## src/rtl/vcounter_if.sv

```systemverilog
// rtl/vcounter_if.sv - line-timing inputs and vertical-timing outputs of the vertical counter
// slave: vcounter itself; master: whatever drives the horizontal timing and consumes the outputs.

interface vcounter_if;
   logic       h_tick;
   logic       hbl_n;
   logic       h_sync_n;
   logic [8:0] vcount;
   logic [2:0] scan;
   logic [4:0] row;
   logic       vbl_n;
   logic       v_sync_n;
   logic       frame_start;
   logic       blink;
   logic       comp_blank_n;
   logic       comp_sync_n;

   modport slave (
      input  h_tick, hbl_n, h_sync_n,
      output vcount, scan, row, vbl_n, v_sync_n, frame_start, blink,
             comp_blank_n, comp_sync_n
   );

   modport master (
      output h_tick, hbl_n, h_sync_n,
      input  vcount, scan, row, vbl_n, v_sync_n, frame_start, blink,
             comp_blank_n, comp_sync_n
   );
endinterface

```

## src/rtl/vcounter.sv

```systemverilog
// rtl/vcounter.sv - Apple-1 vertical timing: line counter, vblank/vsync, frame pulse, cursor blink
// Optional feature: define CURSOR_BLINK_EN to build the blink frame counter; otherwise blink is tied to 1.

module vcounter #(
   parameter int V_TOTAL      = 262,
   parameter int V_ACTIVE     = 192,
   parameter int VSYNC_START  = 224,
   parameter int VSYNC_LEN    = 4,
   parameter int BLINK_FRAMES = 16
) (
   input  logic        clk,
   input  logic        mr_n,
   vcounter_if.slave   vif
);

   localparam logic [8:0] LAST_LINE  = 9'(V_TOTAL - 1);
   localparam logic [8:0] ACT_LINES  = 9'(V_ACTIVE);
   localparam logic [9:0] VS_FIRST   = 10'(VSYNC_START);
   localparam logic [9:0] VS_END     = 10'(VSYNC_START + VSYNC_LEN);

   if (V_ACTIVE >= VSYNC_START) begin : g_bad_active
      $error("vcounter: V_ACTIVE (%0d) must be below VSYNC_START (%0d)", V_ACTIVE, VSYNC_START);
   end
   if (V_ACTIVE % 8 != 0) begin : g_bad_rows
      $error("vcounter: V_ACTIVE (%0d) must be a multiple of 8", V_ACTIVE);
   end
   if (VSYNC_START + VSYNC_LEN > V_TOTAL) begin : g_bad_sync
      $error("vcounter: vsync window ends past V_TOTAL (%0d)", V_TOTAL);
   end
   if (V_TOTAL > 512) begin : g_bad_total
      $error("vcounter: V_TOTAL (%0d) exceeds 512", V_TOTAL);
   end
   if (BLINK_FRAMES < 1) begin : g_bad_blink
      $error("vcounter: BLINK_FRAMES (%0d) must be at least 1", BLINK_FRAMES);
   end

   logic [8:0] vcount_q;
   logic [8:0] vcount_nxt;
   logic       wrap;
   logic       vbl_n_q;
   logic       v_sync_n_q;
   logic       frame_start_q;

   assign wrap = vif.h_tick && (vcount_q == LAST_LINE);

   always_comb begin
      vcount_nxt = vcount_q;
      if (wrap)
         vcount_nxt = '0;
      else if (vif.h_tick)
         vcount_nxt = vcount_q + 9'd1;
   end

   // Blanking and sync decode the next count so they change on the same edge as vcount.
   always_ff @(posedge clk or negedge mr_n) begin
      if (!mr_n) begin
         vcount_q      <= '0;
         vbl_n_q       <= 1'b1;
         v_sync_n_q    <= 1'b1;
         frame_start_q <= 1'b0;
      end else begin
         vcount_q      <= vcount_nxt;
         vbl_n_q       <= (vcount_nxt < ACT_LINES);
         v_sync_n_q    <= !(({1'b0, vcount_nxt} >= VS_FIRST) && ({1'b0, vcount_nxt} < VS_END));
         frame_start_q <= wrap;
      end
   end

`ifdef CURSOR_BLINK_EN
   localparam int FC_W = (BLINK_FRAMES > 1) ? $clog2(BLINK_FRAMES) : 1;
   localparam logic [FC_W-1:0] FC_LAST = FC_W'(BLINK_FRAMES - 1);

   logic [FC_W-1:0] frame_cnt;
   logic            blink_q;

   always_ff @(posedge clk or negedge mr_n) begin
      if (!mr_n) begin
         frame_cnt <= '0;
         blink_q   <= 1'b1;
      end else if (wrap) begin
         if (frame_cnt == FC_LAST) begin
            frame_cnt <= '0;
            blink_q   <= ~blink_q;
         end else begin
            frame_cnt <= frame_cnt + FC_W'(1);
         end
      end
   end

   assign vif.blink = blink_q;
`else
   assign vif.blink = 1'b1;
`endif

   assign vif.vcount       = vcount_q;
   assign vif.scan         = vcount_q[2:0];
   assign vif.row          = vcount_q[7:3];
   assign vif.vbl_n        = vbl_n_q;
   assign vif.v_sync_n     = v_sync_n_q;
   assign vif.frame_start  = frame_start_q;
   assign vif.comp_blank_n = vif.hbl_n & vbl_n_q;
   assign vif.comp_sync_n  = vif.h_sync_n & v_sync_n_q;

endmodule

```

## src/flat_wrapper.sv

```systemverilog
// flat-port wrapper written by rule: the top's interface ports become plain ports
module vcounter_flat 
#(
   parameter int V_TOTAL      = 262,
   parameter int V_ACTIVE     = 192,
   parameter int VSYNC_START  = 224,
   parameter int VSYNC_LEN    = 4,
   parameter int BLINK_FRAMES = 16
)
  (clk, mr_n, vif_h_tick, vif_hbl_n, vif_h_sync_n, vif_vcount, vif_scan, vif_row, vif_vbl_n, vif_v_sync_n, vif_frame_start, vif_blink, vif_comp_blank_n, vif_comp_sync_n);
  vcounter_if vif_i ();
  input  logic clk;
  input  logic mr_n;
  input wire logic [$bits(vif_i.h_tick)-1:0] vif_h_tick;
  input wire logic [$bits(vif_i.hbl_n)-1:0] vif_hbl_n;
  input wire logic [$bits(vif_i.h_sync_n)-1:0] vif_h_sync_n;
  output wire logic [$bits(vif_i.vcount)-1:0] vif_vcount;
  output wire logic [$bits(vif_i.scan)-1:0] vif_scan;
  output wire logic [$bits(vif_i.row)-1:0] vif_row;
  output wire logic [$bits(vif_i.vbl_n)-1:0] vif_vbl_n;
  output wire logic [$bits(vif_i.v_sync_n)-1:0] vif_v_sync_n;
  output wire logic [$bits(vif_i.frame_start)-1:0] vif_frame_start;
  output wire logic [$bits(vif_i.blink)-1:0] vif_blink;
  output wire logic [$bits(vif_i.comp_blank_n)-1:0] vif_comp_blank_n;
  output wire logic [$bits(vif_i.comp_sync_n)-1:0] vif_comp_sync_n;
  assign vif_i.h_tick = vif_h_tick;
  assign vif_i.hbl_n = vif_hbl_n;
  assign vif_i.h_sync_n = vif_h_sync_n;
  assign vif_vcount = vif_i.vcount;
  assign vif_scan = vif_i.scan;
  assign vif_row = vif_i.row;
  assign vif_vbl_n = vif_i.vbl_n;
  assign vif_v_sync_n = vif_i.v_sync_n;
  assign vif_frame_start = vif_i.frame_start;
  assign vif_blink = vif_i.blink;
  assign vif_comp_blank_n = vif_i.comp_blank_n;
  assign vif_comp_sync_n = vif_i.comp_sync_n;
  vcounter #(.V_TOTAL(V_TOTAL), .V_ACTIVE(V_ACTIVE), .VSYNC_START(VSYNC_START), .VSYNC_LEN(VSYNC_LEN), .BLINK_FRAMES(BLINK_FRAMES)) u_core (.clk(clk), .mr_n(mr_n), .vif(vif_i));
endmodule
```

## config.mk

```make
export PLATFORM = sky130hd
export DESIGN_NAME = vcounter_flat
export DESIGN_NICKNAME = d
export VERILOG_FILES = /design/src/rtl/vcounter_if.sv /design/src/rtl/vcounter.sv /design/src/flat_wrapper.sv
export SDC_FILE = /design/constraint.sdc
export NUM_CORES = 1
export LEC_CHECK = 0
export CAP_MARGIN = 10
export CORE_ASPECT_RATIO = 1.1
export CORE_MARGIN = 3
export CORE_UTILIZATION = 42
export DETAILED_ROUTE_END_ITERATION = 10
export PLACE_DENSITY = 0.77
export RECOVER_POWER = 50
export SLEW_MARGIN = 10
export SYNTH_ARGS = -nofsm -noshare
export SYNTH_HDL_FRONTEND = slang
export SYNTH_SLANG_ARGS = --single-unit
export TNS_END_PERCENT = 100
```

## constraint.sdc

```tcl
create_clock -name clk -period 2.35 [get_ports clk]
set_clock_uncertainty 0.15 [all_clocks]
set_input_delay 0.3525 -clock clk [delete_from_list [all_inputs] [get_ports clk]]
set_output_delay 0.3525 -clock clk [all_outputs]
set_load 0.02 [all_outputs]
```

======== Word level (Yosys, flattened, before mapping) ========
Cells that the tools add are included.
word-level totals
  input port bits ......................... 5
  register bits ........................... 12
  output and inout port bits .............. 23
  word-level logic and storage cells ...... 16
cells by class
  multiplexer cells ....................... 2
  magnitude comparators ................... 3
  bitwise gates (word level) .............. 2
  reduce and logical (&&, ||, !) cells .... 3
  equal/unequal tests ..................... 1
  $add $sub $neg .......................... 1
operators with widths
  cell                                                  count
  < comparator 9 x 8 -> 1 bit (second input constant)   2
  2-to-1 mux 9 bit                                      2
  adder 9 x 1 -> 9 bit (second input constant)          1
  == test 9 bit (second input constant)                 1
  >= comparator 9 x 8 -> 1 bit (second input constant)  1
  AND 1 bit                                             2
  logical AND 1 bit                                     2
  zero test 1 bit                                       1

======== Depth between registers and ports, before layout ========
Gate-level depths: netlist of the first run.
  word-level depth ........................ 6
  depth in mapped cells ................... 6
  mapped depth without buffers ............ 6

======== Worst setup path before layout of the first run ========
No wires, ideal clock.
  kind .................................... register -> register
  start point ............................. register u_core.vcount_q[0] (netlist: u_core.vif.vcount[0])
  end point ............................... register u_core.vbl_n_q (netlist: u_core.vif.vbl_n)
  stages on the path, launching flop included .. 6
  data required time ...................... 2.125 ns
  library setup time ...................... 0.075 ns
  data arrival time ....................... 1.656 ns
  clock period less this slack ............ 1.881 ns
  slack ................................... 0.469 ns
  buffers on the path ..................... 0
  path through ............................ dfrtp_1 ha_1 nand3_2 o31a_1 o21ba_2 nor3_2
between the ends
  longest elaborated chain between the ends .. 4
  elaborated cells between the ends (all ways) .. 6
  those cells by class .................... 1 x add/sub; 1 x order compare; 1 x eq/ne; 2 x mux; 1 x reduce/logical
ends and longest elaborated chain
  what                                                          RTL line                        text
  start, declared                                               vcounter.sv:37                  logic [8:0] vcount_q;
  start signal, assigned                                        vcounter.sv:62                  vcount_q <= vcount_nxt;
  adder 9 x 1 -> 9 bit / == test 9 bit (equally long branches)  vcounter.sv:51, vcounter.sv:44
  2-to-1 mux 9 bit / logical AND 1 bit (equally long branches)  vcounter.sv:50, vcounter.sv:44
  2-to-1 mux 9 bit (*)                                          vcounter.sv:48                  if (wrap)
  via u_core.vcount_nxt[8]                                      vcounter.sv:38                  logic [8:0] vcount_nxt;
  < comparator 9 x 8 -> 1 bit (*)                               vcounter.sv:63                  vbl_n_q <= (vcount_nxt < ACT_LINES);
  end signal, assigned                                          vcounter.sv:63
  end, declared                                                 vcounter.sv:40                  logic vbl_n_q;
Mark *: on every way through the listed nets, which the timed path passes. The rest lies on a longest branch.

======== Worst setup path in the final report of the first run ========
  start point ............................. register u_core.vcount_q[0] (netlist: u_core.vif.vcount[0])
  end point ............................... register u_core.v_sync_n_q (netlist: u_core.vif.v_sync_n)
between the ends
  longest elaborated chain between the ends .. 6
  elaborated cells between the ends (all ways) .. 9
  those cells by class .................... 1 x add/sub; 2 x order compare; 1 x eq/ne; 2 x mux; 3 x reduce/logical
ends and longest elaborated chain
  what                                                                                RTL line                        text
  adder 9 x 1 -> 9 bit / == test 9 bit (equally long branches)                        vcounter.sv:51, vcounter.sv:44
  2-to-1 mux 9 bit / logical AND 1 bit (equally long branches)                        vcounter.sv:50, vcounter.sv:44
  2-to-1 mux 9 bit (*)                                                                vcounter.sv:48
  >= comparator 9 x 8 -> 1 bit / < comparator 9 x 8 -> 1 bit (equally long branches)  vcounter.sv:64                  v_sync_n_q <= !(({1'b0, vcount_nxt} >= VS_FIRST) && ({1'b0, vcount_nxt} < VS_END));
  logical AND 1 bit (*)                                                               vcounter.sv:64
  zero test 1 bit (*)                                                                 vcounter.sv:64
  end signal, assigned                                                                vcounter.sv:64
  end, declared                                                                       vcounter.sv:41                  logic v_sync_n_q;
Every way passes the cells marked *; elsewhere a longest branch is shown, timed or not.

==> flow_summary.json, run 1 <==
{
  "min_period_over_period_pct": 88.6,
  "grt_pass1_vias": 596,
  "grt_use_total_pct": 17.4,
  "slew_headroom_pct": 63.6,
  "clk-insertion-delay-late_ps": 280,
  "avgSynthCellArea_um2": 9.99,
  "numClockSinks": 12,
  "antenna-diode-count": 0,
  "yosysMostFrequentCell": "buf_4",
  "core-area_um2": 1630,
  "hold_viol": 0,
  "cpPeakStageDelay_ps": 510,
  "synth.distinct_cells": 31,
  "crit_required_ps": 2400,
  "drc_errors": 0,
  "wl_per_cell_um": 15.2,
  "min_period_ps": 2080,
  "worstSetupPathType": "flip-flop to flip-flop",
  "fin_setup_tns_ps": 0,
  "final_nets": 104,
  "postCtsSetupBuffers": 0,
  "wl_um": 1720,
  "synth-edff-count": 0,
  "fmax_mhz": 480,
  "vias_per_cell": 5.66,
  "grt_max_degree": 13,
  "portBuffers": 26,
  "syn_area_um2": 749,
  "grt_pass1_wl_um": 2820,
  "yosysTopAreaCell": "dfrtp_1",
  "synth_commonest_cells": "buf_4, dfrtp_1, nand2_1, nor2_1, xnor2_1",
  "p_per_area_nw_per_um2": 1270,
  "cts_buffers": 3,
  "dpl.hpwl_um": 1270,
  "synth-xor-area-share_pct": 7.01,
  "cts_resized": 0,
  "synth_compound_area_share_pct": 9.35,
  "row_count": 15,
  "yosys.area_share.simple_pct": 27.9,
  "leakage_uw": 0.000383,
  "ys_ff_latch": 12,
  "cp_max_fo": 7,
  "start_kind": "flip-flop",
  "crit_arrival_ps": 2130,
  "drive_gt1_share_pct": 10.4,
  "cts_max_path_buffers": 2,
  "dieArea_um2": 2330,
  "antenna_found_initial": 0,
  "ys_seq_area_share_pct": 40.4,
  "synthMuxAreaShare_pct": 0,
  "postRouteAntennaNets": 0,
  "async_flop_share_pct": 100,
  "cts_root_buf": "clkbuf_4",
  "vias": 640,
  "ys.flop_type": "dfrtp_1",
  "worstPathCellList": "ha_1 -> nand3_1 -> o31a_1 -> a211oi_1 -> o221ai_1",
  "ir_worst_vdd_v": 0.000778,
  "place_ws_ps": 116,
  "yosysWarnings": 0,
  "synth_nets": 82,
  "cts_tree": "built",
  "setup_ws_ps": 268,
  "setup_viol": 0,
  "status": "complete, no violations",
  "syn_inst": 75,
  "maxCapViolations": 0,
  "grt-ovfl-total": 0,
  "clkTransAtPathRegs_ps": 80,
  "die_h_um": 50.3,
  "initial_utilization_pct": 45.9,
  "io_pins": 28,
  "worst_path_max_delay_cell": "dfrtp_1",
  "hold_path.class": "input pin to async pin",
  "tightest_slew_ps": 544,
  "area_growth_pct": 30.2,
  "drt_iter0_markers": 14,
  "ys_top_cells_by_area": "dfrtp_1, buf_4, dfstp_2",
  "drv_slew": 0,
  "gp_congestion": 0.781,
  "rsz0062_at_grt": "no",
  "postCtsHoldBufs": 0,
  "synthAdderAreaFrac_pct": 3.34,
  "htree_levels": 1,
  "synth_top_family_by_area": "simple AND/OR/NAND/NOR gates",
  "die_w_um": 46.3,
  "worst_setup_path_end_kind": "flip-flop",
  "drtPass1Iterations": 4,
  "synth_top_area_share_pct": 33.4
}
registers in the layout, summed over array words and instances, names as in the netlist:
| signal | cells |
|---|---|
| u_core.vif.vcount | 9 |
| u_core.vif.frame_start | 1 |
| u_core.vif.v_sync_n | 1 |
| u_core.vif.vbl_n | 1 |
worst max-delay path: cells and delay by family (launching register included):
family / cells / cell delay [ps]
fa+ha+maj: 1 / 280
compound gates: 3 / 800
flops: 1 / 510
simple gates: 1 / 240
routing by layer:
metal	share of wire (%)	GRT usage (%)	vias up
met2	49	27.5	28
met5	0	0	-
met4	4.7	12.3	0
met1	40	20.0	308
li1	-	-	295
met3	6.1	3.23	9
stage by stage:
| stage | instance area [um^2] | utilization, % | instances | hold WS, ps | total power [uW] |
|---|---|---|---|---|---|
| 5_1_grt | 976 | 59.8 | 113 | 372 | 1320 |
| 6_report | 976 | 59.8 | 113 | 334 | 1230 |
| 3_5_place_dp | 963 | 59.0 | 109 | 423 | 1090 |
| 2_1_floorplan | 749 | - | 75 | -93.1 | 857 |
| 4_1_cts | 1000 | 61.2 | 113 | 283 | 1260 |
| 3_3_place_gp | 963 | 59.0 | 109 | 367 | 1060 |
power by group:
part           total [uW]  internal (uW)  leakage [uW]  switching, uW
Clock                 173           94.4     0.0000210           78.1
Combinational         656            316      0.000214            339
Sequential            407            268      0.000148            139
Total                1230            678      0.000383            556
cell usage in the layout, fill, tap and decap left out, types with 3 or more instances in the layout:
cell type        netlist  layout
nor2_1                 6       6
clkdlybuf4s50_1        0      22
nand3_1                2       3
nand4_1                3       3
xnor2_1                4       4
nand2_1                6       6
a21oi_1                3       3
clkbuf_4               0       3
dfrtp_1               10      10
dlygate4sd3_1          0       4
path summary, 6_finish.rpt:
check	to	cells after the start	slack, ps	startpoint
max reg2reg	u_core.vif.v_sync_n	5	270	u_core.vif.vcount[0]
min in group clk	u_core.vif.vcount[4]	1	420	u_core.vif.vcount[4]
max	u_core.vif.v_sync_n	5	270	u_core.vif.vcount[0]
max in group asynchronous	u_core.vif.v_sync_n	1	1350	mr_n
min	u_core.vif.vcount[4]	1	330	mr_n
min reg2reg	u_core.vif.vcount[4]	1	420	u_core.vif.vcount[4]
layout make-up:
cell class,count,area [um^2]
multi-input combinational,51,344
inverter,1,3.75
sequential,12,303
tap,17,21.3
timing repair buffer,28,268
clock buffer,4,36.3
fill,160,657
kinds of logic (layout without fill, tap and decap cells):
group,Yosys count,count (layout)
AO/OA/AOI/OAI,10,10
XOR/XNOR,6,6
other,1,1
buffers and inverters,12,33
AND/OR/NAND/NOR,32,32
flip-flops,12,12
adder cells (fa/ha/maj),2,2
Note: power is estimated with default switching activity, not from simulation.
==> run 2: changes to the inputs <==
CORE_UTILIZATION = 46   (was 42)
PLACE_DENSITY = 0.83   (was 0.77)
clock period = 2.56 ns   (was 2.35 ns; I/O delays follow)
==> run 2 against run 1 <==
Effect of this change:
- first-iteration DRC count increased by 50%
- utilization increased by 6.8 points
- clock-buffer cell count unchanged
- global-route usage shrank 0.51 points
- final cell count shrank 1.8%
- largest power group unchanged
- highest routed layer unchanged
==> flow_summary.json, run 2 (synthesis results as in run 1) <==
{
  "rsz0062_at_grt": "no",
  "largest_reg_flops": 9,
  "wl_um": 1600,
  "r2r_slack_ps": 630,
  "fin_setup_tns_ps": 0,
  "drv_slew": 0,
  "layout_commonest_cell": "clkdlybuf4s50_1",
  "portBuffers": 26,
  "wl_per_cell_um": 14.4,
  "crit_required_ps": 2600,
  "cts_max_path_buffers": 2,
  "drc_errors": 0,
  "final_cell_mix": "clkdlybuf4s50_1, dfrtp_1, nor2_1, nand2_1",
  "crit_arrival_ps": 2290,
  "rr_startpoint": "u_core.vif.vcount[0]",
  "tightest_slew_ps": 527,
  "antenna-diode-count": 0,
  "initial_utilization_pct": 51.5,
  "multi_input_area_um2": 340,
  "numClockSinks": 12,
  "clk-insertion-delay-late_ps": 270,
  "combPwrFrac_pct": 54.4,
  "cpPeakStageDelay_ps": 710,
  "cts_tree": "built",
  "status": "complete, no violations",
  "drt_iter0_markers": 21,
  "switchingPower_uw": 495,
  "crit_family": "simple AND/OR/NAND/NOR gates",
  "worst_setup_path_end_kind": "flip-flop",
  "worstPathCellList": "dlygate4sd3_1 -> nand4_1 -> or3_1 -> a211oi_1 -> o221ai_1",
  "p_clk_share_pct": 13.6,
  "hold_viol": 0,
  "vias": 584,
  "grt_use_total_pct": 16.9,
  "die_w_um": 44.5,
  "row_count": 14,
  "final_nets": 103,
  "ff2ff_path_depth": 5,
  "p_seq_share_pct": 32.0,
  "fmax_mhz": 445,
  "area_growth_pct": 29.0,
  "cts_buffers": 3,
  "ir_worst_vdd_v": 0.000666,
  "postRouteAntennaNets": 0,
  "maxCapViolations": 0,
  "htree_levels": 1,
  "hold_path.class": "input pin to async pin",
  "cp_max_fo": 9,
  "io_pins": 28,
  "seqCellArea_um2": 303,
  "worstSetupPathType": "input pin to flip-flop",
  "p_per_area_nw_per_um2": 1150,
  "place_area_um2": 955,
  "postCtsSetupBuffers": 0,
  "antenna_found_initial": 0,
  "leakage_uw": 0.000385,
  "grt_max_degree": 13,
  "intPower_uw": 619,
  "cts_resized": 0,
  "cts_root_buf": "clkbuf_4",
  "gp_congestion": 0.813,
  "dieArea_um2": 2150,
  "grt_pass1_wl_um": 2560,
  "reg2reg_to": "u_core.vif.vbl_n",
  "grt_pass1_vias": 519,
  "setup_viol": 0,
  "dpl.hpwl_um": 1270,
  "start_kind": "input pin",
  "worst_path_max_delay_cell": "dlygate4sd3_1",
  "fillers": 123,
  "grt-ovfl-total": 0,
  "totalPowerFinal_uw": 1110,
  "core-area_um2": 1450,
  "clkTransAtPathRegs_ps": 80,
  "swShare_pct": 44.4,
  "fin_area_um2": 967,
  "min_period_ps": 2250,
  "slew_headroom_pct": 64.7,
  "crit_buf_inv": 1,
  "drtPass1Iterations": 4,
  "die_h_um": 48.3,
  "postCtsHoldBufs": 0,
  "drive_gt1_share_pct": 10.5,
  "vias_per_cell": 5.26,
  "min_period_over_period_pct": 87.7
}
==> run 2: cell count changes in the layout (fill, tap and decap cells not counted) <==
cell      delta
clkbuf_1     -1
nand4_1      +1
nand4_4      -1
nor3_1       -1
nor3_4       +1
==> run 2: cell type report <==
type	count	share of cell area [%]
timing repair buffer	27	27.3
tap	16	2.07
inverter	1	0.388
sequential	12	31.3
multi-input combinational	51	35.2
clock buffer	4	3.75
==> run 2: layer usage <==
metal	up-vias	GRT usage, %	part of all wire (%)
li1	291	-	-
met2	26	26.6	50
met5	-	0	0
met1	263	19.3	41
met3	4	7.04	6.4
met4	0	7.54	2.4
==> run 2: worst max path at each step <==
stage,from,to,slack [ps],cells past startpoint
floorplan,u_core.vif.vcount[0],u_core.vif.vbl_n,680,5
global placement,vif_h_tick,u_core.vif.v_sync_n,270,5
detailed placement,vif_h_tick,u_core.vif.v_sync_n,240,5
CTS,vif_hbl_n,vif_comp_blank_n,460,3
global route,vif_h_tick,u_core.vif.v_sync_n,260,5
finish,vif_h_tick,u_core.vif.v_sync_n,310,5
==> run 2: power by group through the flow <==
stage          Combinational [uW]  Clock [uW]  Sequential, uW
2_1_floorplan                 378           0             409
3_3_place_gp                  600           0             367
3_5_place_dp                  618           0             375
4_1_cts                       621         156             369
5_1_grt                       648         170             374
6_report                      606         152             356
==> run 2: stage by stage <==
step | hold WS [ps] | instances | worst slack (ps) | util [%]
3_3_place_gp | 367 | 107 | 274 | 65.7
3_5_place_dp | 412 | 107 | 243 | 65.7
4_1_cts | 315 | 111 | 461 | 68.2
6_report | 370 | 111 | 314 | 66.5
5_1_grt | 385 | 111 | 259 | 66.5
2_1_floorplan | -61.6 | 75 | 679 | -
==> run 3: changes to the inputs <==
CTS_CLUSTER_SIZE = 25   (was unset)
==> results of run 3 <==
No change in the layout: final DEF, timing and power equal those of run 2.
